## src/rtl/izh_spike_decoder_if.sv

```systemverilog
// Bus between the membrane-voltage source/event consumer and the spike decoder.
// master: drives samples and accepts events. slave: the decoder.
interface izh_spike_decoder_if #(
    parameter int unsigned ISI_W = 16
) ();
    logic              ena;
    logic signed [7:0] v_in;
    logic              spike_pulse;
    logic              evt_valid;
    logic              evt_ready;
    logic [ISI_W-1:0]  evt_isi;
    logic              evt_first;
    logic              evt_sat;
    logic [7:0]        rate;
    logic              rate_valid;
    logic              overflow;

    modport master (
        output ena, v_in, evt_ready,
        input  spike_pulse, evt_valid, evt_isi, evt_first, evt_sat, rate, rate_valid, overflow
    );

    modport slave (
        input  ena, v_in, evt_ready,
        output spike_pulse, evt_valid, evt_isi, evt_first, evt_sat, rate, rate_valid, overflow
    );
endinterface

```

## src/rtl/izh_spike_decoder.sv

```systemverilog
// Hysteretic spike detector on the neuron's membrane-voltage stream, with
// ISI-timestamped event FIFO (2 deep) and windowed spike-rate counter.
module izh_spike_decoder #(
    parameter logic signed [7:0] TH_HI      = 8'sd19,
    parameter logic signed [7:0] TH_LO      = -8'sd16,
    parameter int unsigned       ISI_W      = 16,
    parameter int unsigned       WIN_CYCLES = 1024
) (
    input logic               clk,
    input logic               rst_n,
    izh_spike_decoder_if.slave bus
);
    localparam int unsigned      WIN_W    = (WIN_CYCLES > 2) ? $clog2(WIN_CYCLES) : 1;
    localparam logic [WIN_W-1:0] WIN_LAST = WIN_W'(WIN_CYCLES - 1);
    localparam logic [ISI_W-1:0] ISI_MAX  = '1;

    typedef struct packed {
        logic [ISI_W-1:0] isi;
        logic             first;
        logic             sat;
    } evt_t;

    typedef enum logic {ARMED = 1'b0, FIRED = 1'b1} state_t;

    state_t           state;
    logic [ISI_W-1:0] isi_cnt;
    logic             first_flag;
    logic             spike_pulse_q;
    evt_t             head;
    evt_t             tail;
    logic             head_vld;
    logic             tail_vld;
    logic             overflow_q;
    logic [WIN_W-1:0] win_cnt;
    logic [7:0]       spk_cnt;
    logic [7:0]       rate_q;
    logic             rate_valid_q;

    logic             spike_c;
    logic             pop_c;
    logic [ISI_W-1:0] isi_inc_c;
    evt_t             new_evt_c;
    logic [7:0]       spk_sum_c;

    // Spike detect, saturating ISI increment and next event payload.
    always_comb begin
        spike_c         = bus.ena && (state == ARMED) && (bus.v_in > TH_HI);
        isi_inc_c       = (isi_cnt == ISI_MAX) ? ISI_MAX : isi_cnt + ISI_W'(1);
        new_evt_c.isi   = isi_inc_c;
        new_evt_c.first = first_flag;
        new_evt_c.sat   = (isi_inc_c == ISI_MAX);
        pop_c           = head_vld && bus.evt_ready;
        spk_sum_c       = (spk_cnt == 8'hFF || !spike_c) ? spk_cnt : spk_cnt + 8'd1;
    end

    // Detector FSM and ISI counter; both frozen while ena is low.
    always_ff @(posedge clk or negedge rst_n) begin
        if (!rst_n) begin
            state         <= ARMED;
            isi_cnt       <= '0;
            first_flag    <= 1'b1;
            spike_pulse_q <= 1'b0;
        end else begin
            spike_pulse_q <= spike_c;
            if (bus.ena) begin
                if (state == ARMED) begin
                    if (spike_c) state <= FIRED;
                end else if (bus.v_in <= TH_LO) begin
                    state <= ARMED;
                end
                isi_cnt <= spike_c ? '0 : isi_inc_c;
                if (spike_c) first_flag <= 1'b0;
            end
        end
    end

    // Two-entry FIFO as head/tail registers; head drives the event outputs directly.
    always_ff @(posedge clk or negedge rst_n) begin
        if (!rst_n) begin
            head       <= '0;
            tail       <= '0;
            head_vld   <= 1'b0;
            tail_vld   <= 1'b0;
            overflow_q <= 1'b0;
        end else begin
            if (pop_c) begin
                if (tail_vld) begin
                    head     <= tail;
                    tail_vld <= 1'b0;
                end else begin
                    head_vld <= 1'b0;
                end
            end
            if (spike_c) begin
                if (pop_c) begin
                    if (tail_vld) begin
                        tail     <= new_evt_c;
                        tail_vld <= 1'b1;
                    end else begin
                        head     <= new_evt_c;
                        head_vld <= 1'b1;
                    end
                end else if (!head_vld) begin
                    head     <= new_evt_c;
                    head_vld <= 1'b1;
                end else if (!tail_vld) begin
                    tail     <= new_evt_c;
                    tail_vld <= 1'b1;
                end else begin
                    overflow_q <= 1'b1;
                end
            end
        end
    end

    // Rate window: the closing cycle's own spike is included in the reported count.
    always_ff @(posedge clk or negedge rst_n) begin
        if (!rst_n) begin
            win_cnt      <= '0;
            spk_cnt      <= '0;
            rate_q       <= '0;
            rate_valid_q <= 1'b0;
        end else begin
            rate_valid_q <= 1'b0;
            if (bus.ena) begin
                if (win_cnt == WIN_LAST) begin
                    rate_q       <= spk_sum_c;
                    rate_valid_q <= 1'b1;
                    spk_cnt      <= '0;
                    win_cnt      <= '0;
                end else begin
                    win_cnt <= win_cnt + WIN_W'(1);
                    spk_cnt <= spk_sum_c;
                end
            end
        end
    end

    assign bus.spike_pulse = spike_pulse_q;
    assign bus.evt_valid   = head_vld;
    assign bus.evt_isi     = head.isi;
    assign bus.evt_first   = head.first;
    assign bus.evt_sat     = head.sat;
    assign bus.rate        = rate_q;
    assign bus.rate_valid  = rate_valid_q;
    assign bus.overflow    = overflow_q;
endmodule
```

## src/flat_wrapper.sv

```systemverilog
// flat-port wrapper written by rule: the top's interface ports become plain ports
module izh_spike_decoder_flat 
#(
    parameter logic signed [7:0] TH_HI      = 8'sd19,
    parameter logic signed [7:0] TH_LO      = -8'sd16,
    parameter int unsigned       ISI_W      = 16,
    parameter int unsigned       WIN_CYCLES = 1024
)
  (clk, rst_n, bus_ena, bus_v_in, bus_evt_ready, bus_spike_pulse, bus_evt_valid, bus_evt_isi, bus_evt_first, bus_evt_sat, bus_rate, bus_rate_valid, bus_overflow);
  izh_spike_decoder_if #(.ISI_W(ISI_W)) bus_i ();
  input logic clk;
  input logic rst_n;
  input wire logic [$bits(bus_i.ena)-1:0] bus_ena;
  input wire logic [$bits(bus_i.v_in)-1:0] bus_v_in;
  input wire logic [$bits(bus_i.evt_ready)-1:0] bus_evt_ready;
  output wire logic [$bits(bus_i.spike_pulse)-1:0] bus_spike_pulse;
  output wire logic [$bits(bus_i.evt_valid)-1:0] bus_evt_valid;
  output wire logic [$bits(bus_i.evt_isi)-1:0] bus_evt_isi;
  output wire logic [$bits(bus_i.evt_first)-1:0] bus_evt_first;
  output wire logic [$bits(bus_i.evt_sat)-1:0] bus_evt_sat;
  output wire logic [$bits(bus_i.rate)-1:0] bus_rate;
  output wire logic [$bits(bus_i.rate_valid)-1:0] bus_rate_valid;
  output wire logic [$bits(bus_i.overflow)-1:0] bus_overflow;
  assign bus_i.ena = bus_ena;
  assign bus_i.v_in = bus_v_in;
  assign bus_i.evt_ready = bus_evt_ready;
  assign bus_spike_pulse = bus_i.spike_pulse;
  assign bus_evt_valid = bus_i.evt_valid;
  assign bus_evt_isi = bus_i.evt_isi;
  assign bus_evt_first = bus_i.evt_first;
  assign bus_evt_sat = bus_i.evt_sat;
  assign bus_rate = bus_i.rate;
  assign bus_rate_valid = bus_i.rate_valid;
  assign bus_overflow = bus_i.overflow;
  izh_spike_decoder #(.TH_HI(TH_HI), .TH_LO(TH_LO), .ISI_W(ISI_W), .WIN_CYCLES(WIN_CYCLES)) u_core (.clk(clk), .rst_n(rst_n), .bus(bus_i));
endmodule
```

## config.mk

```make
export PLATFORM = sky130hd
export DESIGN_NAME = izh_spike_decoder_flat
export DESIGN_NICKNAME = d
export VERILOG_FILES = /design/src/rtl/izh_spike_decoder_if.sv /design/src/rtl/izh_spike_decoder.sv /design/src/flat_wrapper.sv
export SDC_FILE = /design/constraint.sdc
export NUM_CORES = 1
export LEC_CHECK = 0
export CAP_MARGIN = 10
export CORE_MARGIN = 4
export CORE_UTILIZATION = 57
export DETAILED_ROUTE_END_ITERATION = 10
export PLACE_DENSITY = 0.8
export SKIP_LAST_GASP = 1
export SYNTH_ARGS = -nofsm -noshare
export SYNTH_HDL_FRONTEND = slang
export SYNTH_SLANG_ARGS = --single-unit
```

## constraint.sdc

```tcl
create_clock -name clk -period 2.9 [get_ports clk]
set_clock_uncertainty 0.15 [all_clocks]
set_input_delay 0.58 -clock clk [delete_from_list [all_inputs] [get_ports clk]]
set_output_delay 0.58 -clock clk [all_outputs]
set_load 0.02 [all_outputs]
```

==> qor.yml <==
synth-compound-area-share_pct: 17.2
switching_share_pct: 31.9
cts-root-buf: "clkbuf_8"
grt-ovfl-total: 0
timing_hold_violations_final: 0
required_ns: 3.02
cts-resized-gates: 0
drtAntennaViolNets: 0
yosys_warnings: 0
rr_endpoint: "u_core.bus.evt_sat"
path_delay_family: "simple AND/OR/NAND/NOR gates"
p_switching_uw: 1120
htree_levels: 3
setup_viol: 0
die_h_microns: 93.5
finalNetCount: 485
ys_seq_elements: 85
synth_simple_gate_area_share_pct: 16.9
grt_usage_pct: 22.1
antenna_cells: 0
io_buffers: 41
clk_path_buf_depth: 2
drt-pass1-iter-count: 4
ir_worst_vdd_mv: 0.336
synthTopCellsByArea: "dfrtp_1, o21ai_0, nand2_1, mux2_2, a21oi_1"
synth_cell_types: 49
numCtsBuffers: 9
cts_tree: "done"
maxSlewViolCount: 0
synthCells: 426
synth_xor_area_share_pct: 4.41
setup_tns_ns: 0
syn_area_sq_um: 4170
cp_num_buf_inv: 0
relSlewSlack_pct: 30.1
synthMuxAreaShare_pct: 6.52
power_per_cell_area_nw_per_um2: 711
critical_path.max_fanout: 11
post-cts-setup-buffers: 0
viasPerCell: 5.80
crit_slowest_cell: "or3_1"
grt_pass1_vias: 3240
reg2regPathDepth: 6
num_vias: 3309
cts.sinks: 85
syn_to_final_growth_pct: 18.7
grt_max_degree: 46
routabilityCongestion: 0.876
p_leak_uw: 0.00212
grt_pass1_wl_mm: 15.2
initial_core_util_pct: 60.0
rrSetupSlack_ns: 0.42
syn_area_per_cell_sq_um: 9.78
clock_power_share_pct: 26.7
start_kind: "register"
synth_top_family_by_area: "compound AO/OA/AOI/OAI gates"
min_period_over_period_pct: 85.7
wl_mm: 8.74
final_core_util_pct: 71.2
drive_gt1_share_pct: 12.6
crit_chain: "ha_1, nand2_2, or3_1, nor2_4, o2111ai_2, o41ai_2"
intPower_uw: 2390
core_area_sq_um: 6940
clock_latency_ns: 0.36
rr_startpoint: "u_core.isi_cnt[0]"
fmax_mhz: 402
maxCapViolCount: 0
rsz0062_at_grt: "no"
power_frac_seq_pct: 46.4
worstPathArrival_ns: 2.60
syn_nets: 441
dpl.hpwl_mm: 6.18
dieArea_sq_um: 8740
synth_top_cell_by_area: "dfrtp_1"
ctsHoldBuffers: 0
synth_edf_count: 0
async_flop_share_pct: 100
path_class: "reg -> reg"
yosysTopAreaCellShare_pct: 50.5
status: "finished, final reports clean"
worstHoldPathType: "in -> async"
cp-end-kind: "register"
period_needed_ns: 2.48
slowest_delay_ns: 0.50
yosys_most_used_dff: "dfrtp_1"
combPwrFrac_pct: 26.9
drtIter0Drc: 312
route.detailed.wl_per_inst_microns: 15.3
ios: 42
synth_seq_area_share_pct: 51.1
clkTransAtPathRegs_ns: 0.09
post-route-drc-count: 0
die_w_microns: 93.5
synthAdderAreaFrac_pct: 0.901
antenna_found_initial: 0
row_count: 30
worst_pin_slew_ns: 1.04
## metrics by stage
step	power (uW)	hold WS, ns	instances	cell area [sq um]	setup slack [ns]
5_1_grt	3720	0.0760	571	4950	0.289
3_3_place_gp	2570	0.303	555	4720	0.125
2_1_floorplan	2210	0.134	426	4170	0.663
4_1_cts	3530	0.0503	571	4950	0.454
6_report	3520	0.0364	571	4950	0.415
3_5_place_dp	2610	0.307	555	4720	0.0787
## layer usage
metal	GRT usage (%)	part of all wire [%]
met1	28.8	45
met2	35.3	47
met3	3.70	4.8
met4	11.6	2.8
met5	0	0
## logic make-up after synthesis
kind of cell | after synthesis
buffers and inverters | 31
flip-flops | 85
AND/OR/NAND/NOR | 148
adder cells (fa/ha/maj) | 3
XOR/XNOR | 21
multiplexers | 25
AO/OA/AOI/OAI | 113
## area by class of cell
cell class,instances,area (sq um)
flip-flops and latches,85,2130
clock buffers,11,141
fillers,512,2000
clock inverters,5,82.6
inverters,10,37.5
multi-input cells,310,1920
repair buffers,54,518
well taps,96,120
## power groups by stage
| stage | sequential (uW) | clock, uW | combinational, uW |
|---|---|---|---|
| after floorplan | 1720 | 0 | 484 |
| after global placement | 1640 | 0 | 928 |
| after detailed placement | 1650 | 0 | 954 |
| after CTS | 1630 | 948 | 956 |
| after global routing | 1670 | 1010 | 1050 |
| final | 1630 | 938 | 945 |
## synth_stat cells, drive strengths merged (6+ instances only)
library cell  instances
or3                   6
clkbuf               17
mux2                 17
nor2                 31
dfrtp                84
a21oi                28
o2bb2ai              10
xnor2                14
inv                  10
mux2i                 8
nand2                56
nand3                22
xor2                  7
o21ai                53
nand4                 9
## sequential cells by signal, summed over array words and instances (netlist names), named ones only
register and flops:
u_core.tail 18, u_core.bus.evt_isi 16, u_core.isi_cnt 16, u_core.win_cnt 10, u_core.bus.rate 8, u_core.spk_cnt 8
u_core.bus.evt_first 1, u_core.bus.evt_sat 1, u_core.bus.evt_valid 1, u_core.bus.overflow 1, u_core.bus.rate_valid 1, u_core.bus.spike_pulse 1
u_core.first_flag 1, u_core.state 1
## worst max-delay path by stage
stage                      startpoint            endpoint  slack [ns]  cells past startpoint
floorplan                 bus_v_in[2]   u_core.spk_cnt[0]        0.66                      8
global placement          bus_v_in[2]   u_core.spk_cnt[0]        0.13                      7
detailed placement        bus_v_in[2]   u_core.spk_cnt[0]        0.08                      7
CTS                       bus_v_in[2]   u_core.spk_cnt[0]        0.45                      7
global route        u_core.isi_cnt[0]  u_core.bus.evt_sat        0.29                      6
finish              u_core.isi_cnt[0]  u_core.bus.evt_sat        0.42                      6
## cell usage in the layout, fill, tap and decap left out, drive strengths merged, types with 3 or more instances in the layout
cell type | netlist | final
nor4 | 5 | 5
xnor2 | 14 | 14
nand4 | 9 | 9
nand2 | 56 | 56
ha | 3 | 3
and3 | 3 | 3
clkbuf | 17 | 11
a22o | 4 | 4
clkdlybuf4s50 | 0 | 40
a21oi | 28 | 28
nor2b | 5 | 5
inv | 10 | 11
xor2 | 7 | 7
nor2 | 31 | 31
nand3 | 22 | 22
or3 | 6 | 6
o21ai | 53 | 53
buf | 4 | 14
and2 | 3 | 3
dfrtp | 84 | 84
mux2i | 8 | 8
o2bb2ai | 10 | 10
mux2 | 17 | 17
No activity file was read; power rests on OpenSTA's default activity.
